## src/rtl/hazard_pkg.sv

```systemverilog
// Shared types and constants for the pipeline hazard controller.
package hazard_pkg;

    // Data-memory wait sequencer states.
    typedef enum logic [0:0] {
        RUN   = 1'b0,
        DWAIT = 1'b1
    } state_t;

    // EX-stage forwarding mux select encodings.
    localparam logic [1:0] FWD_RF  = 2'b00;
    localparam logic [1:0] FWD_WB  = 2'b01;
    localparam logic [1:0] FWD_MEM = 2'b10;

    // Hard-wired zero register; it never produces a dependency.
    localparam logic [4:0] REG_ZERO = 5'd0;

    // True when a producer destination feeds a consumer source (r0 excluded).
    function automatic logic reg_match(input logic [4:0] dst, input logic [4:0] src);
        return (dst != REG_ZERO) && (dst == src);
    endfunction

endpackage

```

## src/rtl/hazard_ctrl_if.sv

```systemverilog
// Pipeline-to-hazard-controller signal bundle.
interface hazard_ctrl_if;
    // Register identifiers and write enables per stage
    logic [4:0] rsD, rtD, rsE, rtE;
    logic [4:0] writeRegE, writeRegM, writeRegW;
    logic       regWriteE, regWriteM, regWriteW;
    logic       memToRegE, memToRegM;
    // Control-flow, MDU and memory handshakes
    logic       branchD, pcSrcD;
    logic       mduReadD, mduStartE;
    logic       imemReady, dmemReq, dmemReady;
    // Pipeline register controls
    logic       stallF, stallD, stallE, stallM;
    logic       IFflush, flushE, flushM, flushW;
    // Forwarding selects
    logic       forwardAD, forwardBD;
    logic [1:0] forwardAE, forwardBE;
    logic       mduBusy;

    // Pipeline side: reports stage contents, obeys stall/flush/forward.
    modport master (
        output rsD, rtD, rsE, rtE, writeRegE, writeRegM, writeRegW,
               regWriteE, regWriteM, regWriteW, memToRegE, memToRegM,
               branchD, pcSrcD, mduReadD, mduStartE, imemReady, dmemReq, dmemReady,
        input  stallF, stallD, stallE, stallM, IFflush, flushE, flushM, flushW,
               forwardAD, forwardBD, forwardAE, forwardBE, mduBusy
    );

    // Controller side.
    modport slave (
        input  rsD, rtD, rsE, rtE, writeRegE, writeRegM, writeRegW,
               regWriteE, regWriteM, regWriteW, memToRegE, memToRegM,
               branchD, pcSrcD, mduReadD, mduStartE, imemReady, dmemReq, dmemReady,
        output stallF, stallD, stallE, stallM, IFflush, flushE, flushM, flushW,
               forwardAD, forwardBD, forwardAE, forwardBE, mduBusy
    );
endinterface

```

## src/rtl/mdu_busy_cnt.sv

```systemverilog
// MDU busy counter: busy for exactly MDU_LAT cycles after an accepted start.
module mdu_busy_cnt #(
    parameter int MDU_LAT = 32,
    parameter int CNT_W   = 6
) (
    input  logic clk,
    input  logic rst,
    input  logic i_start,
    input  logic i_stall,
    output logic o_busy
);

    logic [CNT_W-1:0] r_cnt;
    logic [CNT_W-1:0] w_cnt_nxt;
    logic             r_busy;

    // Next count: load on an accepted start, else count down and hold at zero.
    always_comb begin
        // NOTE: default assignment first so no path through this block infers a latch.
        w_cnt_nxt = r_cnt;
        if (i_start && !i_stall && !r_busy)
            w_cnt_nxt = CNT_W'(MDU_LAT);
        else if (r_cnt != '0)
            w_cnt_nxt = r_cnt - 1'b1;
    end

    // Counter and registered busy flag; busy mirrors a non-zero next count.
    always_ff @(posedge clk) begin
        // NOTE: non-blocking assignments keep every flop sampling pre-edge values.
        if (rst) begin
            r_cnt  <= '0;
            r_busy <= 1'b0;
        end else begin
            r_cnt  <= w_cnt_nxt;
            r_busy <= (w_cnt_nxt != '0);
        end
    end

    assign o_busy = r_busy;

endmodule

```

## src/rtl/hazard_ctrl.sv

```systemverilog
// Central stall / flush / forward controller for the 5-stage pipeline.
module hazard_ctrl
    import hazard_pkg::*;
#(
    parameter int MDU_LAT = 32,
    parameter int CNT_W   = 6
) (
    input  logic               clk,
    input  logic               rst,
    hazard_ctrl_if.slave       hif
);

    state_t r_state;
    state_t w_state_nxt;
    logic   w_dmem_wait;
    logic   w_lwstall, w_brstall, w_mdustall;
    logic   w_mdu_busy;
    logic   w_stall_e;

    // A data access is outstanding while waiting or when it misses this cycle.
    assign w_dmem_wait = (r_state == DWAIT) || (hif.dmemReq && !hif.dmemReady);

    // Hazard detection terms.
    always_comb begin
        w_lwstall  = hif.memToRegE &&
                     (reg_match(hif.rtE, hif.rsD) || reg_match(hif.rtE, hif.rtD));
        w_brstall  = hif.branchD &&
                     ((hif.regWriteE && (reg_match(hif.writeRegE, hif.rsD) ||
                                         reg_match(hif.writeRegE, hif.rtD))) ||
                      (hif.memToRegM && (reg_match(hif.writeRegM, hif.rsD) ||
                                         reg_match(hif.writeRegM, hif.rtD))));
        w_mdustall = hif.mduReadD && w_mdu_busy;
    end

    // Forwarding selects: MEM result takes precedence over WB.
    always_comb begin
        hif.forwardAE = FWD_RF;
        if (hif.regWriteM && reg_match(hif.writeRegM, hif.rsE))
            hif.forwardAE = FWD_MEM;
        else if (hif.regWriteW && reg_match(hif.writeRegW, hif.rsE))
            hif.forwardAE = FWD_WB;

        hif.forwardBE = FWD_RF;
        if (hif.regWriteM && reg_match(hif.writeRegM, hif.rtE))
            hif.forwardBE = FWD_MEM;
        else if (hif.regWriteW && reg_match(hif.writeRegW, hif.rtE))
            hif.forwardBE = FWD_WB;

        hif.forwardAD = hif.regWriteM && reg_match(hif.writeRegM, hif.rsD);
        hif.forwardBD = hif.regWriteM && reg_match(hif.writeRegM, hif.rtD);
    end

    // Stall/flush priority; IFflush is only raised when IF/ID is not held.
    always_comb begin
        hif.stallF  = 1'b0;
        hif.stallD  = 1'b0;
        w_stall_e   = 1'b0;
        hif.stallM  = 1'b0;
        hif.IFflush = 1'b0;
        hif.flushE  = 1'b0;
        hif.flushM  = 1'b0;
        hif.flushW  = 1'b0;
        if (w_dmem_wait) begin
            hif.stallF = 1'b1;
            hif.stallD = 1'b1;
            w_stall_e  = 1'b1;
            hif.stallM = 1'b1;
            hif.flushW = 1'b1;
        end else if (hif.mduStartE && w_mdu_busy) begin
            hif.stallF = 1'b1;
            hif.stallD = 1'b1;
            w_stall_e  = 1'b1;
            hif.flushM = 1'b1;
        end else if (w_lwstall || w_brstall || w_mdustall) begin
            hif.stallF = 1'b1;
            hif.stallD = 1'b1;
            hif.flushE = 1'b1;
        end else if (!hif.imemReady && hif.pcSrcD) begin
            // Hold the taken branch in ID until its target fetch lands.
            hif.stallF = 1'b1;
            hif.stallD = 1'b1;
            hif.flushE = 1'b1;
        end else if (!hif.imemReady) begin
            hif.stallF  = 1'b1;
            hif.IFflush = 1'b1;
        end else if (hif.pcSrcD) begin
            hif.IFflush = 1'b1;
        end
    end

    assign hif.stallE = w_stall_e;

    // Data-memory wait sequencer next state.
    always_comb begin
        w_state_nxt = r_state;
        case (r_state)
            RUN:     if (hif.dmemReq && !hif.dmemReady) w_state_nxt = DWAIT;
            DWAIT:   if (hif.dmemReady)                 w_state_nxt = RUN;
            default: w_state_nxt = RUN;
        endcase
    end

    // State register; a synchronous reset aborts any pending wait.
    always_ff @(posedge clk) begin
        if (rst) r_state <= RUN;
        else     r_state <= w_state_nxt;
    end

    mdu_busy_cnt #(
        .MDU_LAT (MDU_LAT),
        .CNT_W   (CNT_W)
    ) u_mdu_busy_cnt (
        .clk     (clk),
        .rst     (rst),
        .i_start (hif.mduStartE),
        .i_stall (w_stall_e),
        .o_busy  (w_mdu_busy)
    );

    assign hif.mduBusy = w_mdu_busy;

endmodule

```

## src/flat_wrapper.sv

```systemverilog
// flat-port wrapper written by rule: the top's interface ports become plain ports
module hazard_ctrl_flat import hazard_pkg::*;
#(
    parameter int MDU_LAT = 32,
    parameter int CNT_W   = 6
)
  (clk, rst, hif_rsD, hif_rtD, hif_rsE, hif_rtE, hif_writeRegE, hif_writeRegM, hif_writeRegW, hif_regWriteE, hif_regWriteM, hif_regWriteW, hif_memToRegE, hif_memToRegM, hif_branchD, hif_pcSrcD, hif_mduReadD, hif_mduStartE, hif_imemReady, hif_dmemReq, hif_dmemReady, hif_stallF, hif_stallD, hif_stallE, hif_stallM, hif_IFflush, hif_flushE, hif_flushM, hif_flushW, hif_forwardAD, hif_forwardBD, hif_forwardAE, hif_forwardBE, hif_mduBusy);
  hazard_ctrl_if hif_i ();
  input  logic clk;
  input  logic rst;
  input wire logic [$bits(hif_i.rsD)-1:0] hif_rsD;
  input wire logic [$bits(hif_i.rtD)-1:0] hif_rtD;
  input wire logic [$bits(hif_i.rsE)-1:0] hif_rsE;
  input wire logic [$bits(hif_i.rtE)-1:0] hif_rtE;
  input wire logic [$bits(hif_i.writeRegE)-1:0] hif_writeRegE;
  input wire logic [$bits(hif_i.writeRegM)-1:0] hif_writeRegM;
  input wire logic [$bits(hif_i.writeRegW)-1:0] hif_writeRegW;
  input wire logic [$bits(hif_i.regWriteE)-1:0] hif_regWriteE;
  input wire logic [$bits(hif_i.regWriteM)-1:0] hif_regWriteM;
  input wire logic [$bits(hif_i.regWriteW)-1:0] hif_regWriteW;
  input wire logic [$bits(hif_i.memToRegE)-1:0] hif_memToRegE;
  input wire logic [$bits(hif_i.memToRegM)-1:0] hif_memToRegM;
  input wire logic [$bits(hif_i.branchD)-1:0] hif_branchD;
  input wire logic [$bits(hif_i.pcSrcD)-1:0] hif_pcSrcD;
  input wire logic [$bits(hif_i.mduReadD)-1:0] hif_mduReadD;
  input wire logic [$bits(hif_i.mduStartE)-1:0] hif_mduStartE;
  input wire logic [$bits(hif_i.imemReady)-1:0] hif_imemReady;
  input wire logic [$bits(hif_i.dmemReq)-1:0] hif_dmemReq;
  input wire logic [$bits(hif_i.dmemReady)-1:0] hif_dmemReady;
  output wire logic [$bits(hif_i.stallF)-1:0] hif_stallF;
  output wire logic [$bits(hif_i.stallD)-1:0] hif_stallD;
  output wire logic [$bits(hif_i.stallE)-1:0] hif_stallE;
  output wire logic [$bits(hif_i.stallM)-1:0] hif_stallM;
  output wire logic [$bits(hif_i.IFflush)-1:0] hif_IFflush;
  output wire logic [$bits(hif_i.flushE)-1:0] hif_flushE;
  output wire logic [$bits(hif_i.flushM)-1:0] hif_flushM;
  output wire logic [$bits(hif_i.flushW)-1:0] hif_flushW;
  output wire logic [$bits(hif_i.forwardAD)-1:0] hif_forwardAD;
  output wire logic [$bits(hif_i.forwardBD)-1:0] hif_forwardBD;
  output wire logic [$bits(hif_i.forwardAE)-1:0] hif_forwardAE;
  output wire logic [$bits(hif_i.forwardBE)-1:0] hif_forwardBE;
  output wire logic [$bits(hif_i.mduBusy)-1:0] hif_mduBusy;
  assign hif_i.rsD = hif_rsD;
  assign hif_i.rtD = hif_rtD;
  assign hif_i.rsE = hif_rsE;
  assign hif_i.rtE = hif_rtE;
  assign hif_i.writeRegE = hif_writeRegE;
  assign hif_i.writeRegM = hif_writeRegM;
  assign hif_i.writeRegW = hif_writeRegW;
  assign hif_i.regWriteE = hif_regWriteE;
  assign hif_i.regWriteM = hif_regWriteM;
  assign hif_i.regWriteW = hif_regWriteW;
  assign hif_i.memToRegE = hif_memToRegE;
  assign hif_i.memToRegM = hif_memToRegM;
  assign hif_i.branchD = hif_branchD;
  assign hif_i.pcSrcD = hif_pcSrcD;
  assign hif_i.mduReadD = hif_mduReadD;
  assign hif_i.mduStartE = hif_mduStartE;
  assign hif_i.imemReady = hif_imemReady;
  assign hif_i.dmemReq = hif_dmemReq;
  assign hif_i.dmemReady = hif_dmemReady;
  assign hif_stallF = hif_i.stallF;
  assign hif_stallD = hif_i.stallD;
  assign hif_stallE = hif_i.stallE;
  assign hif_stallM = hif_i.stallM;
  assign hif_IFflush = hif_i.IFflush;
  assign hif_flushE = hif_i.flushE;
  assign hif_flushM = hif_i.flushM;
  assign hif_flushW = hif_i.flushW;
  assign hif_forwardAD = hif_i.forwardAD;
  assign hif_forwardBD = hif_i.forwardBD;
  assign hif_forwardAE = hif_i.forwardAE;
  assign hif_forwardBE = hif_i.forwardBE;
  assign hif_mduBusy = hif_i.mduBusy;
  hazard_ctrl #(.MDU_LAT(MDU_LAT), .CNT_W(CNT_W)) u_core (.clk(clk), .rst(rst), .hif(hif_i));
endmodule
```

## config.mk

```make
export PLATFORM = sky130hd
export DESIGN_NAME = hazard_ctrl_flat
export DESIGN_NICKNAME = d
export VERILOG_FILES = /design/src/rtl/hazard_pkg.sv /design/src/rtl/hazard_ctrl_if.sv /design/src/rtl/mdu_busy_cnt.sv /design/src/rtl/hazard_ctrl.sv /design/src/flat_wrapper.sv
export SDC_FILE = /design/constraint.sdc
export NUM_CORES = 1
export LEC_CHECK = 0
export BUFFER_PORTS_ARGS = -buffer_cell sky130_fd_sc_hd__clkbuf_2
export CORE_ASPECT_RATIO = 0.7
export CORE_MARGIN = 3
export CORE_UTILIZATION = 48
export DETAILED_ROUTE_END_ITERATION = 8
export PLACE_DENSITY = 0.86
export SLEW_MARGIN = 15
export SYNTH_ARGS = -nofsm -noshare
export SYNTH_HDL_FRONTEND = slang
export SYNTH_SLANG_ARGS = --single-unit
```

## constraint.sdc

```tcl
create_clock -name clk -period 2.9 [get_ports clk]
set_clock_uncertainty 0.1 [all_clocks]
set_input_delay 0.435 -clock clk [delete_from_list [all_inputs] [get_ports clk]]
set_output_delay 0.435 -clock clk [all_outputs]
set_load 0.01 [all_outputs]
```

* After elaboration in Yosys (flattened, before gate mapping)
Cells that the tools add are included.
Word-level totals: register bits 8, input bits 49, output and inout port bits 15, word-level logic and storage cells 88
Cells by class: add/sub/neg operators 1, equality and inequality tests 10, muxes and demuxes 30, bitwise operators 1, reductions and logical operators 43
Operators with widths (number):
- equality test 5 bit | 10
- logical AND 1 bit | 26
- 2-to-1 mux 1 bit | 25
- nonzero test 5 bit | 4
- 2-to-1 mux 6 bit | 2
- nonzero test 6 bit | 2
- logical OR 1 bit | 7
- subtractor 6 x 1 -> 6 bit (second input constant) | 1
- zero test 1 bit | 4
- 2-to-1 mux 2 bit | 2
- case mux 1 bit (2 select lines) | 1
- inverter 1 bit | 1

* Longest topological paths before layout
Gate-level depths: netlist of the first run.
depth in word-level cells 11, depth in mapped cells 7, depth with buffers taken out 7

* Cells and area by module
From an unflattened synthesis of the first run, not the netlist that was laid out.
Unflattened totals: cell total of the unflattened synthesis 160, area total of the unflattened synthesis 1218.7 µm²
Modules (own cells, without submodules):
- hazard_ctrl | instances 1, cells an instance 116, area an instance 823.3 µm², sequential area each 20.0 µm²
- mdu_busy_cnt | instances 1, cells an instance 44, area an instance 395.4 µm², sequential area each 140.1 µm²

* Least setup slack after synthesis of the first run
Ideal clock, no wire load.
kind input port to output port, start input hif_rtE[2], end output hif_IFflush, arrival 1.675 ns, data required time 2.365 ns, setup slack 0.690 ns, stages 6, path buffers 1, path through buf_2 > or4_1 > o21ai_1 > a21oi_1 > nor4_2 > and3_1
On the way: word-level cells in the longest chain between the ends 9, elaborated cells on any way between the ends 12, those cells by class eq/ne: 2; mux: 3; reduce/logical: 7
RTL lines:
- from (decl) | RTL line flat_wrapper.sv:14 | input wire logic [$bits(hif_i.rtE)-1:0] hif_rtE;
- equality test 5 bit / nonzero test 5 bit (equally long branches) | RTL line hazard_pkg.sv:20 | return (dst != REG_ZERO) && (dst == src);
- logical AND 1 bit | RTL line hazard_pkg.sv:20
- logical OR 1 bit * | RTL line hazard_ctrl.sv:26 | (reg_match(hif.rtE, hif.rsD) || reg_match(hif.rtE, hif.rtD));
- logical AND 1 bit * | RTL line hazard_ctrl.sv:25 | w_lwstall = hif.memToRegE &&
- logical OR 1 bit * (2 in series) | RTL line hazard_ctrl.sv:74 | end else if (w_lwstall || w_brstall || w_mdustall) begin
- 2-to-1 mux 1 bit * | RTL line hazard_ctrl.sv:74
- 2-to-1 mux 1 bit * | RTL line hazard_ctrl.sv:69 | end else if (hif.mduStartE && w_mdu_busy) begin
- 2-to-1 mux 1 bit * | RTL line hazard_ctrl.sv:63 | if (w_dmem_wait) begin
- to (decl) | RTL line flat_wrapper.sv:34 | output wire logic [$bits(hif_i.IFflush)-1:0] hif_IFflush;
Every way passes the cells marked *; elsewhere a longest branch is shown, timed or not.

* Worst setup path in the final report of the first run
start input hif_writeRegE[0], end output hif_IFflush
On the way: word-level cells in the longest chain between the ends 11, elaborated cells on any way between the ends 14, those cells by class eq/ne: 2; mux: 3; reduce/logical: 9
RTL lines:
- from (decl) | RTL line flat_wrapper.sv:15 | input wire logic [$bits(hif_i.writeRegE)-1:0] hif_writeRegE;
- equality test 5 bit / nonzero test 5 bit (equally long branches) | RTL line hazard_pkg.sv:20
- logical AND 1 bit | RTL line hazard_pkg.sv:20
- logical OR 1 bit * | RTL line hazard_ctrl.sv:28 | ((hif.regWriteE && (reg_match(hif.writeRegE, hif.rsD) ||
- logical AND 1 bit * | RTL line hazard_ctrl.sv:28
- logical OR 1 bit * | RTL line hazard_ctrl.sv:29 | reg_match(hif.writeRegE, hif.rtD))) ||
- logical AND 1 bit * | RTL line hazard_ctrl.sv:27 | w_brstall = hif.branchD &&
- logical OR 1 bit * (2 in series) | RTL line hazard_ctrl.sv:74
- 2-to-1 mux 1 bit * | RTL line hazard_ctrl.sv:74
- 2-to-1 mux 1 bit * | RTL line hazard_ctrl.sv:69
- 2-to-1 mux 1 bit * | RTL line hazard_ctrl.sv:63
Marked as above.

==> results of run 1 <==
through the flow:
| stage | utilization [%] | cells | setup slack [ns] | area (um^2) | hold WS (ns) |
|---|---|---|---|---|---|
| floorplan | - | 157 | 0.690 | 1160 | 0.350 |
| global placement | 65.4 | 241 | 0.460 | 1450 | 0.370 |
| detailed placement | 65.4 | 241 | 0.456 | 1450 | 0.367 |
| CTS | 66.4 | 244 | 0.456 | 1480 | 0.255 |
| global route | 66.4 | 244 | 0.350 | 1480 | 0.262 |
| finish | 66.4 | 244 | 0.470 | 1480 | 0.255 |
power groups by stage:
stage / clock (mW) / combinational [mW] / sequential (mW)
after floorplan: 0 / 0.330 / 0.199
after global routing: 0.0940 / 0.514 / 0.209
after global placement: 0 / 0.447 / 0.204
after detailed placement: 0 / 0.452 / 0.204
final: 0.0914 / 0.457 / 0.202
after CTS: 0.0910 / 0.456 / 0.202
worst max-delay path by stage:
stage | start | end | slack, ns | depth (start not counted)
3_5_place_dp | hif_writeRegE[0] | hif_IFflush | 0.46 | 7
3_3_place_gp | hif_writeRegE[0] | hif_IFflush | 0.46 | 7
2_1_floorplan | hif_rtE[2] | hif_IFflush | 0.69 | 6
4_1_cts | hif_writeRegE[0] | hif_IFflush | 0.46 | 7
6_report | hif_writeRegE[0] | hif_IFflush | 0.47 | 7
5_1_grt | hif_writeRegE[0] | hif_IFflush | 0.35 | 7
sequential cells by signal, indices dropped and copies added, names as in the netlist:
register	count
u_core.u_mdu_busy_cnt.r_cnt	6
u_core.u_mdu_busy_cnt.o_busy	1
u_core.r_state	1
logic make-up (layout without fill, tap and decap cells):
group | Yosys count | after routing | share of synthesized area (%)
adder cells (fa/ha/maj) | 3 | 3 | 3.25
AO/OA/AOI/OAI | 12 | 12 | 6.93
AND/OR/NAND/NOR | 64 | 64 | 28.5
XOR/XNOR | 54 | 54 | 40.9
buffers and inverters | 16 | 71 | 6.60
flip-flops | 8 | 8 | 13.9
layer usage:
metal,global-route usage [%],up-vias
met5,0,-
met4,2.52,0
met3,2.15,2
met2,34.2,37
met1,27.6,541
li1,-,635
worst reg2reg max path: cells and delay by family (launching register included):
kind	cells	cell delay [ns]
adders and majority gates	1	0.22
xor gates and xnor gates	1	0.20
buffers and inverters	1	0.09
DFF	1	0.41
and+or+nand+nor	2	0.19
AOI/OAI and AO/OA	2	0.27
cell usage in the layout, fill, tap and decap left out, types with 2 or more instances in the layout:
cell / instances
nor3_1: 11
a21oi_2: 2
dfxtp_1: 8
xor2_1: 33
nor4_1: 4
or4_1: 4
xnor2_1: 21
nor2_1: 16
a21oi_1: 4
nand3_1: 10
clkbuf_4: 3
inv_1: 5
o21ai_0: 2
nand2_1: 11
ha_1: 3
clkbuf_2: 63
layout make-up:
type | instances | area (um^2) | area share [%]
clock buffer | 3 | 22.5 | 1.53
inverter | 5 | 18.8 | 1.27
multi-input combinational | 133 | 920 | 62.3
sequential | 8 | 160 | 10.8
tap | 32 | 40.0 | 2.71
timing repair buffer | 63 | 315 | 21.4
==> out/qor.txt, run 1 <==
Post-CTS Resized: 0
Period utilisation layout: 83.8%
FP Rows: 14
Root Driver: clkbuf_4
Post-synth EDFFs: 0
GRT overflow: 0
Gr usage total: 19.7%
Post-synthesis async set-or-reset flop share: 0%
Post-CTS Setup Repair Bufs: 0
Hold Buf Count CTS: 0
CTS buffer count: 3
Met3 WL post-DR: 200 um
Post-synth top area share: 25.0%
CTS tree: built
First-pass GRT wire length: 4630 um
Worst Setup End Kind: primary output
Vias/cell: 4.98
Ant diodes: 0
Hold Crit Class: in -> reg
Avg Inst Size Synth: 7.36 um^2
Top cell family by delay on the critical path: simple AND/OR/NAND/NOR gates
Sw Ratio: 45.1%
Worst EP arrival: 1.89 ns
Antenna-violating nets left: 0
Worst IR Drop VDD: 0.459 mV
Final setup TNS: 0 ns
Leakage: 0.706 nW
Post-Syn Instances: 157
Highest metal used: met4
DRC: 0
CTS H-tree lvls: 1
Ports: 64
Reg-to-Reg Start: u_core.u_mdu_busy_cnt.r_cnt[0]$_SDFF_PP0_
Number of fill cells: 205
Crit-path max cell delay: 0.53 ns
Yosys top cell by area: xor2_1
Final setup violation count: 0
Mapped Nets: 209
Post-synth top cells: xor2_1 (33), xnor2_1 (21), nor2_1 (16)
Reg2Reg Depth: 7
Detailed placer's ending HPWL: 2720 um
Cells on Worst Hold Path: 2
Synth cell types: 30
# nets final: 266
Initial drt markers: 46
NetSw: 338 uW
Status: finished clean
Total power: 751 uW
Critical path's slowest cell: or4_4
Max Root-Sink Buffers: 2
Clk_lat worst skew: 0.26 ns
RSZ-0062 raised after global routing: no
Die height: 47.1 um
Synth Register Bits: 8
Logic pwr share: 60.9%
WL final: 3080 um
CP Class: in -> out
Most frequent cell after synthesis: xor2_1
Worst-path maximum fanout: 3
Worst hold start: hif_dmemReady
Port Buffers: 63
Int Pwr: 413 uW
Clock share of power: 12.2%
Sequential share of the synthesized area: 13.9%
Worst slew pin tran: 0.333 ns
M1 wire length: 1470 um
Tmin final: 2.43 ns
Most used cell, CP: clkbuf_2
Flop2flop setup slack: 1.31 ns
Vias in the first global route: 1038
Sink Count: 8
Max-slew violation count: 0
Worst reg2reg endpoint: u_core.u_mdu_busy_cnt.o_busy$_SDFF_PP0_
Maxcap violations: 0
Router iterations before antenna repair: 4
Wirelength per Cell: 12.6 um
Worst path cell trace: clkbuf_2 > or4_4 > o211ai_2 > a21oi_2 > nor4_2 > and3_1 > clkbuf_2
Slew headroom: 77.6%
P per Cell Area: 509 nW/um^2
Routability-driven placement congestion ratio: 0.886
F_max: 412 MHz
CP bufs+invs: 2
Ys Warns: 0
Synth Cell Area: 1160 um^2
Setup crit start kind: input pin
Largest net degree at the start of global routing: 7
Clk pin slew, worst setup/hold paths: 0.07 ns
Synth-to-layout area growth: 27.7%
Die Wd: 64.7 um
Via count: 1215
Layout cell share with drive strength beyond 1: 34.0%
Core Region: 2220 um^2
Crit path required time: 2.37 ns
Hold Fails Final Rpt: 0
Die Area: 3040 um^2
WHS Endpoint: u_core.r_state$_SDFF_PP0_
Dominant synthesized flop cell: dfxtp_1
Antenna violations before repair: 0
Area contributors post-synth: xor2_1 (25%), xnor2_1 (16%), dfxtp_1 (14%)
Sequential cell fraction of total power: 26.9%
Starting Density: 52.0%
Met2 WL: 1400 um
Power figures use the tool's default switching activity.
==> inputs of run 2 (changes only) <==
--- a/config.mk
+++ b/config.mk
@@ -5,12 +5,13 @@
 export SDC_FILE = /design/constraint.sdc
 export NUM_CORES = 1
 export LEC_CHECK = 0
+export ABC_AREA = 1
 export BUFFER_PORTS_ARGS = -buffer_cell sky130_fd_sc_hd__clkbuf_2
 export CORE_ASPECT_RATIO = 0.7
 export CORE_MARGIN = 3
-export CORE_UTILIZATION = 48
+export CORE_UTILIZATION = 47
 export DETAILED_ROUTE_END_ITERATION = 8
-export PLACE_DENSITY = 0.86
+export PLACE_DENSITY = 0.81
 export SLEW_MARGIN = 15
 export SYNTH_ARGS = -nofsm -noshare
 export SYNTH_HDL_FRONTEND = slang
==> constraint.sdc (replaced) <==
create_clock -name clk -period 2.5 [get_ports clk]
set_clock_uncertainty 0.1 [all_clocks]
set_input_delay 0.375 -clock clk [delete_from_list [all_inputs] [get_ports clk]]
set_output_delay 0.375 -clock clk [all_outputs]
set_load 0.01 [all_outputs]
==> out/qor.txt, run 2 <==
Most frequent cell after synthesis: nand2_1
Port Buffers: 63 (unchanged)
Crit-path max cell delay: 0.15 ns (-0.38 ns)
Worst Setup End Kind: primary output
Worst path cell trace: clkbuf_2 > nor2_2 > nand3_2 > nand2_1 > inv_1 > nand3_2 > nand2_2 > nand2_2 > nand2_2 > a21oi_2 > nand2_1 > nor2_1 > clkbuf_2
Most used cell, CP: nand2_2
Clk_lat worst skew: 0.23 ns (-0.03 ns)
Layout cell share with drive strength beyond 1: 28.9% (-5.1 points)
Root Driver: clkbuf_8
P per Cell Area: 557 nW/um^2 (+9.5%)
Routability-driven placement congestion ratio: 0.907 (+2.3%)
Setup crit start kind: input pin
Grt peak-use layer: met1
Gr usage total: 21.6% (+2.0 points)
Maxcap violations: 0 (unchanged)
Status: finished clean
Post-Syn Instances: 229 (+46%)
Post-CTS Setup Repair Bufs: 0 (unchanged)
CTS buffer count: 3 (unchanged)
Router iterations before antenna repair: 4 (unchanged)
Core Region: 2570 um^2 (+16%)
Synth Register Bits: 8 (unchanged)
Final setup violation count: 0 (unchanged)
Worst IR Drop VDD: 0.506 mV (+10%)
Critical path's slowest cell: clkbuf_2
Biggest register: u_core.u_mdu_busy_cnt.r_cnt
Sequential share of the synthesized area: 12.1% (-1.7 points)
Sink Count: 8 (unchanged)
Max-slew violation count: 0 (unchanged)
Clk pin slew, worst setup/hold paths: 0.04 ns (-0.03 ns)
Synth cell types: 32 (+6.7%)
Area of the multi-input gates: 988 um^2 (+7.5%)
Worst slew pin tran: 0.416 ns (+0.0826 ns)
Synth Cell Area: 1320 um^2 (+14%)
CP Class: in -> out
Area contributors post-synth: nand2_1 (16%), dfxtp_1 (12%), xor2_1 (12%)
Total area of sequential cells: 160 um^2 (unchanged)
FP Rows: 15 (+1)
Final setup TNS: 0 ns (unchanged)
Detailed placer's ending HPWL: 3250 um (+20%)
Starting Density: 51.4% (-0.53 points)
GRT overflow: 0 (unchanged)
Leakage: 0.984 nW (+39%)
Hold Fails Final Rpt: 0 (unchanged)
Antenna-violating nets left: 0 (unchanged)
WL final: 3780 um (+23%)
Wirelength per Cell: 11.6 um (-7.8%)
Antenna violations before repair: 0 (unchanged)
Worst-path maximum fanout: 5 (+2)
Post-synth top area share: 16.2% (-8.8 points)
Tmin final: 2.04 ns
Number of fill cells: 258 (+26%)
M2 GR Usage: 30.5% (-3.7 points)
Ys Warns: 0 (unchanged)
Die Wd: 69.4 um (+7.3%)
Met1 Usage GRT: 32.6% (+4.9 points)
CTS H-tree lvls: 1 (unchanged)
Synth-to-layout area growth: 28.1%
Dominant synthesized flop cell: dfxtp_1
Largest net degree at the start of global routing: 9 (+2)
Grt met3 use: 5.40% (+3.2 points)
Initial drt markers: 110 (+140%)
Period utilisation layout: 81.5%
Post-layout util: 65.9% (-0.48 points)
Via count: 1660 (+37%)
# nets final: 345 (+30%)
Most common cell after layout, fill and taps aside: clkbuf_2
Vias in the first global route: 1419 (+37%)
DRC: 0 (unchanged)
Post-CTS Resized: 0 (unchanged)
First-pass GRT wire length: 6290 um (+36%)
Max reg flops: 6 (unchanged)
Post-synth top cells: nand2_1 (57), inv_1 (34), nor2_1 (30)
Max Root-Sink Buffers: 2 (unchanged)
Crit path required time: 2.03 ns (-0.34 ns)
Avg Inst Size Synth: 5.78 um^2 (-22%)
Ant diodes: 0 (unchanged)
Post-synth EDFFs: 0 (unchanged)
Worst EP arrival: 1.56 ns (-0.33 ns)
Die height: 50.4 um (+7.1%)
Ports: 64 (unchanged)
CTS tree: built
Hold Buf Count CTS: 0 (unchanged)
Vias/cell: 5.11 (+2.6%)
Hold Crit Class: in -> reg
Slew headroom: 72.0% (-5.6 points)
Die Area: 3500 um^2 (+15%)
F_max: 491 MHz
Mapped Nets: 281 (+34%)
Post-synthesis async set-or-reset flop share: 0% (unchanged)
Yosys top cell by area: nand2_1
RSZ-0062 raised after global routing: no
Commonest cells after routing, fill and taps aside: clkbuf_2 (63), nand2_1 (57), inv_1 (34), nor2_1 (30), xor2_1 (18)
[run 2: layout make-up]
class / count / area share [%]
timing repair buffer: 63 / 18.6
clock buffer: 3 / 2.44
sequential: 8 / 9.45
tap: 34 / 2.51
multi-input combinational: 178 / 58.3
inverter: 39 / 8.64
[run 2: cell families (layout without fill, tap and decap cells)]
logic type                 after synthesis  in the layout  share of synthesized area (%)
AOI/OAI and AO/OA                       24             24                           11.4
xor gates and xnor gates                30             30                           19.9
buffers and inverters                   43            105                           13.1
adders and majority gates                3              3                           2.84
and+or+nand+nor                        121            121                           40.6
DFF                                      8              8                           12.1
[run 2: metrics by stage]
step	cell area (um^2)	setup WS, ns	power, mW	instances	hold slack (ns)
detailed placement	1650	0.462	0.776	322	0.454
finish	1690	0.463	0.944	325	0.241
global placement	1650	0.503	0.764	322	0.421
global route	1690	0.324	1.04	325	0.260
CTS	1690	0.460	0.944	325	0.238
floorplan	1320	0.625	0.611	229	0.354
[run 2: worst max-delay path: cells and delay by family]
| kind | cells | cell delay, ns |
|---|---|---|
| buffers and inverters | 3 | 0.34 |
| and+or+nand+nor | 9 | 0.70 |
| AOI/OAI and AO/OA | 1 | 0.15 |
[run 2: final timing paths]
path,slack (ns),end,depth (start not counted),start
worst min register to register,0.46,u_core.r_state$_SDFF_PP0_,2,u_core.r_state$_SDFF_PP0_
worst max register to register,0.93,u_core.u_mdu_busy_cnt.o_busy$_SDFF_PP0_,8,u_core.u_mdu_busy_cnt.r_cnt[0]$_SDFF_PP0_
worst max-delay path,0.46,hif_IFflush,13,hif_writeRegM[2]
worst min-delay path,0.24,u_core.r_state$_SDFF_PP0_,2,hif_dmemReady
[run 2: power by group]
group	internal (mW)	switching, mW	leakage [nW]
registers	0.173	0.0340	0.0663
logic	0.230	0.347	0.896
clock network	0.105	0.0547	0.0216
total	0.507	0.436	0.984
[run 2: metal layers]
| metal | part of all wire [%] | wire length, um |
|---|---|---|
| met1 | 47 | 1770 |
| met2 | 39 | 1480 |
| met3 | 13 | 497 |
| met4 | 0.95 | 36 |
| met5 | 0 | 0 |
==> inputs of run 3 (changes only) <==
--- a/config.mk
+++ b/config.mk
@@ -5,11 +5,11 @@
 export SDC_FILE = /design/constraint.sdc
 export NUM_CORES = 1
 export LEC_CHECK = 0
-export ABC_AREA = 1
+export ABC_AREA = 0
 export BUFFER_PORTS_ARGS = -buffer_cell sky130_fd_sc_hd__clkbuf_2
 export CORE_ASPECT_RATIO = 0.7
 export CORE_MARGIN = 3
-export CORE_UTILIZATION = 47
+export CORE_UTILIZATION = 45
 export DETAILED_ROUTE_END_ITERATION = 8
 export PLACE_DENSITY = 0.81
 export SLEW_MARGIN = 15
==> constraint.sdc (replaced) <==
create_clock -name clk -period 1.97 [get_ports clk]
set_clock_uncertainty 0.1 [all_clocks]
set_input_delay 0.2955 -clock clk [delete_from_list [all_inputs] [get_ports clk]]
set_output_delay 0.2955 -clock clk [all_outputs]
set_load 0.01 [all_outputs]
==> out/qor.txt, run 3 (same netlist as run 1, synthesis figures left out) <==
Status: complete, but fails checks
Failing checks: negative setup slack
Clock share of power: 16.1% (-0.8 points)
Reg2Reg Depth: 7 (-1)
Max reg flops: 6 (unchanged)
Die Wd: 66.6 um (-4.1%)
Crit path required time: 1.57 ns (-0.46 ns)
NetSw: 515 uW (+18%)
Critical path's slowest cell: or4_4
Setup crit start kind: input pin
F_max: 472 MHz
Period utilisation layout: 108%
CTS buffer count: 3 (unchanged)
Reg-to-Reg Start: u_core.u_mdu_busy_cnt.r_cnt[0]$_SDFF_PP0_
Grt met3 use: 1.85% (-3.5 points)
M2 GR Usage: 32.9% (+2.4 points)
Sequential cell fraction of total power: 25.1% (+3.2 points)
Total power: 1.22 mW (+29%)
Int Pwr: 701 uW (+38%)
Fin cells: 258 (-21%)
Worst EP arrival: 1.72 ns (+0.16 ns)
CP Class: in -> out
Crit-path max cell delay: 0.53 ns (+0.38 ns)
CTS H-tree lvls: 1 (unchanged)
Number of fill cells: 196 (-24%)
Hold Crit Class: in -> reg
Worst slew pin tran: 0.320 ns (-0.0960 ns)
Leakage: 0.799 nW (-19%)
Met1 Usage GRT: 29.7% (-2.9 points)
Initial drt markers: 90 (-18%)
RSZ-0062 raised after global routing: yes
Root Driver: clkbuf_8
Cells on Worst Hold Path: 2 (unchanged)
Clk pin slew, worst setup/hold paths: 0.04 ns (about the same)
Worst path cell trace: buf_6 > or4_4 > o21ai_2 > a21oi_2 > nor4_4 > and3_1 > buf_2
Grt peak-use layer: met2
CTS tree: built
DRC: 0 (unchanged)
Worst hold start: hif_dmemReady
Max-slew violation count: 0 (unchanged)
Dpl ws: -0.175 ns (-0.636 ns)
Wirelength per Cell: 13.4 um (+15%)
WHS: 0.172 ns (-0.0692 ns)
Hold Buf Count CTS: 0 (unchanged)
WL final: 3450 um (-9.0%)
Post-layout util: 72.6% (+6.7 points)
Ports: 64 (unchanged)
Largest net degree at the start of global routing: 7 (-2)
Synth-to-layout area growth: 44.0%
# nets final: 280 (-19%)
P per Cell Area: 730 nW/um^2 (+31%)
Final setup violation count: 4 (+4)
Most common cell after layout, fill and taps aside: clkbuf_2
Hold Fails Final Rpt: 0 (unchanged)
Ant diodes: 0 (unchanged)
Worst IR Drop VDD: 0.845 mV (+67%)
GRT overflow: 0 (unchanged)
Router iterations before antenna repair: 4 (unchanged)
Via count: 1321 (-20%)
Antenna violations before repair: 0 (unchanged)
Logic pwr share: 58.8% (-2.4 points)
Antenna-violating nets left: 0 (unchanged)
Sw Ratio: 42.4% (-3.9 points)
Placed insts: 253 (-21%)
Layout cell share with drive strength beyond 1: 41.2% (+12 points)
Clk_lat worst skew: 0.22 ns (about the same)
Setup WS post-layout: -0.149 ns (-0.612 ns)
Max Root-Sink Buffers: 2 (unchanged)
WHS Endpoint: u_core.r_state$_SDFF_PP0_
Flop2flop setup slack: 0.41 ns (-0.52 ns)
Worst reg2reg endpoint: u_core.u_mdu_busy_cnt.o_busy$_SDFF_PP0_
First-pass GRT wire length: 5350 um (-15%)
FP Rows: 14 (-1)
Slew headroom: 78.5% (+6.5 points)
Commonest cells after routing, fill and taps aside: clkbuf_2 (59), xor2_1 (33), xnor2_1 (21), nor2_1 (16), buf_4 (12)
Vias in the first global route: 1233 (-13%)
Core Region: 2290 um^2 (-11%)
Vias/cell: 5.12 (+0.24%)
Die height: 48.4 um (-3.9%)
Maxcap violations: 0 (unchanged)
Detailed placer's ending HPWL: 2890 um (-11%)
Routability-driven placement congestion ratio: 0.807 (-11%)
Worst-path maximum fanout: 3 (-2)
Worst Setup End Kind: primary output
Gr usage total: 20.7% (-0.96 points)
Die Area: 3220 um^2 (-7.8%)
Sink Count: 8 (unchanged)
Biggest register: u_core.u_mdu_busy_cnt.r_cnt
Starting Density: 50.4% (-1.1 points)
Tmin final: 2.12 ns
Port Buffers: 63 (unchanged)
==> run 3: layout make-up <==
type,instances,area [um^2],share of cell area [%]
multi-input combinational,133,962,57.8
clock buffer,3,41.3,2.48
tap,32,40.0,2.40
sequential,8,160,9.62
timing repair buffer,77,443,26.6
inverter,5,18.8,1.13
==> run 3: how the worst max path moves through the flow <==
stage	slack, ns	to	start
3_5_place_dp	-0.17	hif_IFflush	hif_writeRegE[0]
6_report	-0.15	hif_IFflush	hif_rtE[3]
5_1_grt	-0.21	hif_flushE	hif_writeRegE[0]
4_1_cts	-0.17	hif_IFflush	hif_writeRegE[0]
2_1_floorplan	0.04	hif_IFflush	hif_rtE[2]
3_3_place_gp	-0.13	hif_IFflush	hif_writeRegE[0]
==> run 3: timing repair <==
item,CTS,global route
buffers inserted,1,1
setup endpoints to repair,4,6
gates resized for setup,0,13
pin swaps,1,8
==> run 3: power by group through the flow <==
stage / Sequential [mW] / Combinational [mW] / Clock (mW)
after floorplan: 0.293 / 0.485 / 0
after global placement: 0.303 / 0.671 / 0
after detailed placement: 0.305 / 0.687 / 0
after CTS: 0.303 / 0.693 / 0.202
after global routing: 0.313 / 0.807 / 0.215
final: 0.305 / 0.715 / 0.195
==> run 3: per-stage QoR <==
| stage | TNS, ns | area, um^2 |
|---|---|---|
| 2_1_floorplan | 0 | 1160 |
| 3_3_place_gp | -0.273 | 1560 |
| 3_5_place_dp | -0.417 | 1560 |
| 4_1_cts | -0.418 | 1610 |
| 5_1_grt | -0.719 | 1670 |
| 6_report | -0.396 | 1670 |
==> run 3: per-layer routing <==
metal  wire [um]  part of all wire, %
met1        1630                   47
met2        1590                   46
met3         214                  6.2
met4          12                 0.35
met5           0                    0
==> run 3: critical path, delay by kind of cell <==
| kind | cells | cell delay (ns) |
|---|---|---|
| and+or+nand+nor | 3 | 0.98 |
| AOI/OAI and AO/OA | 2 | 0.23 |
| buffers and inverters | 2 | 0.21 |
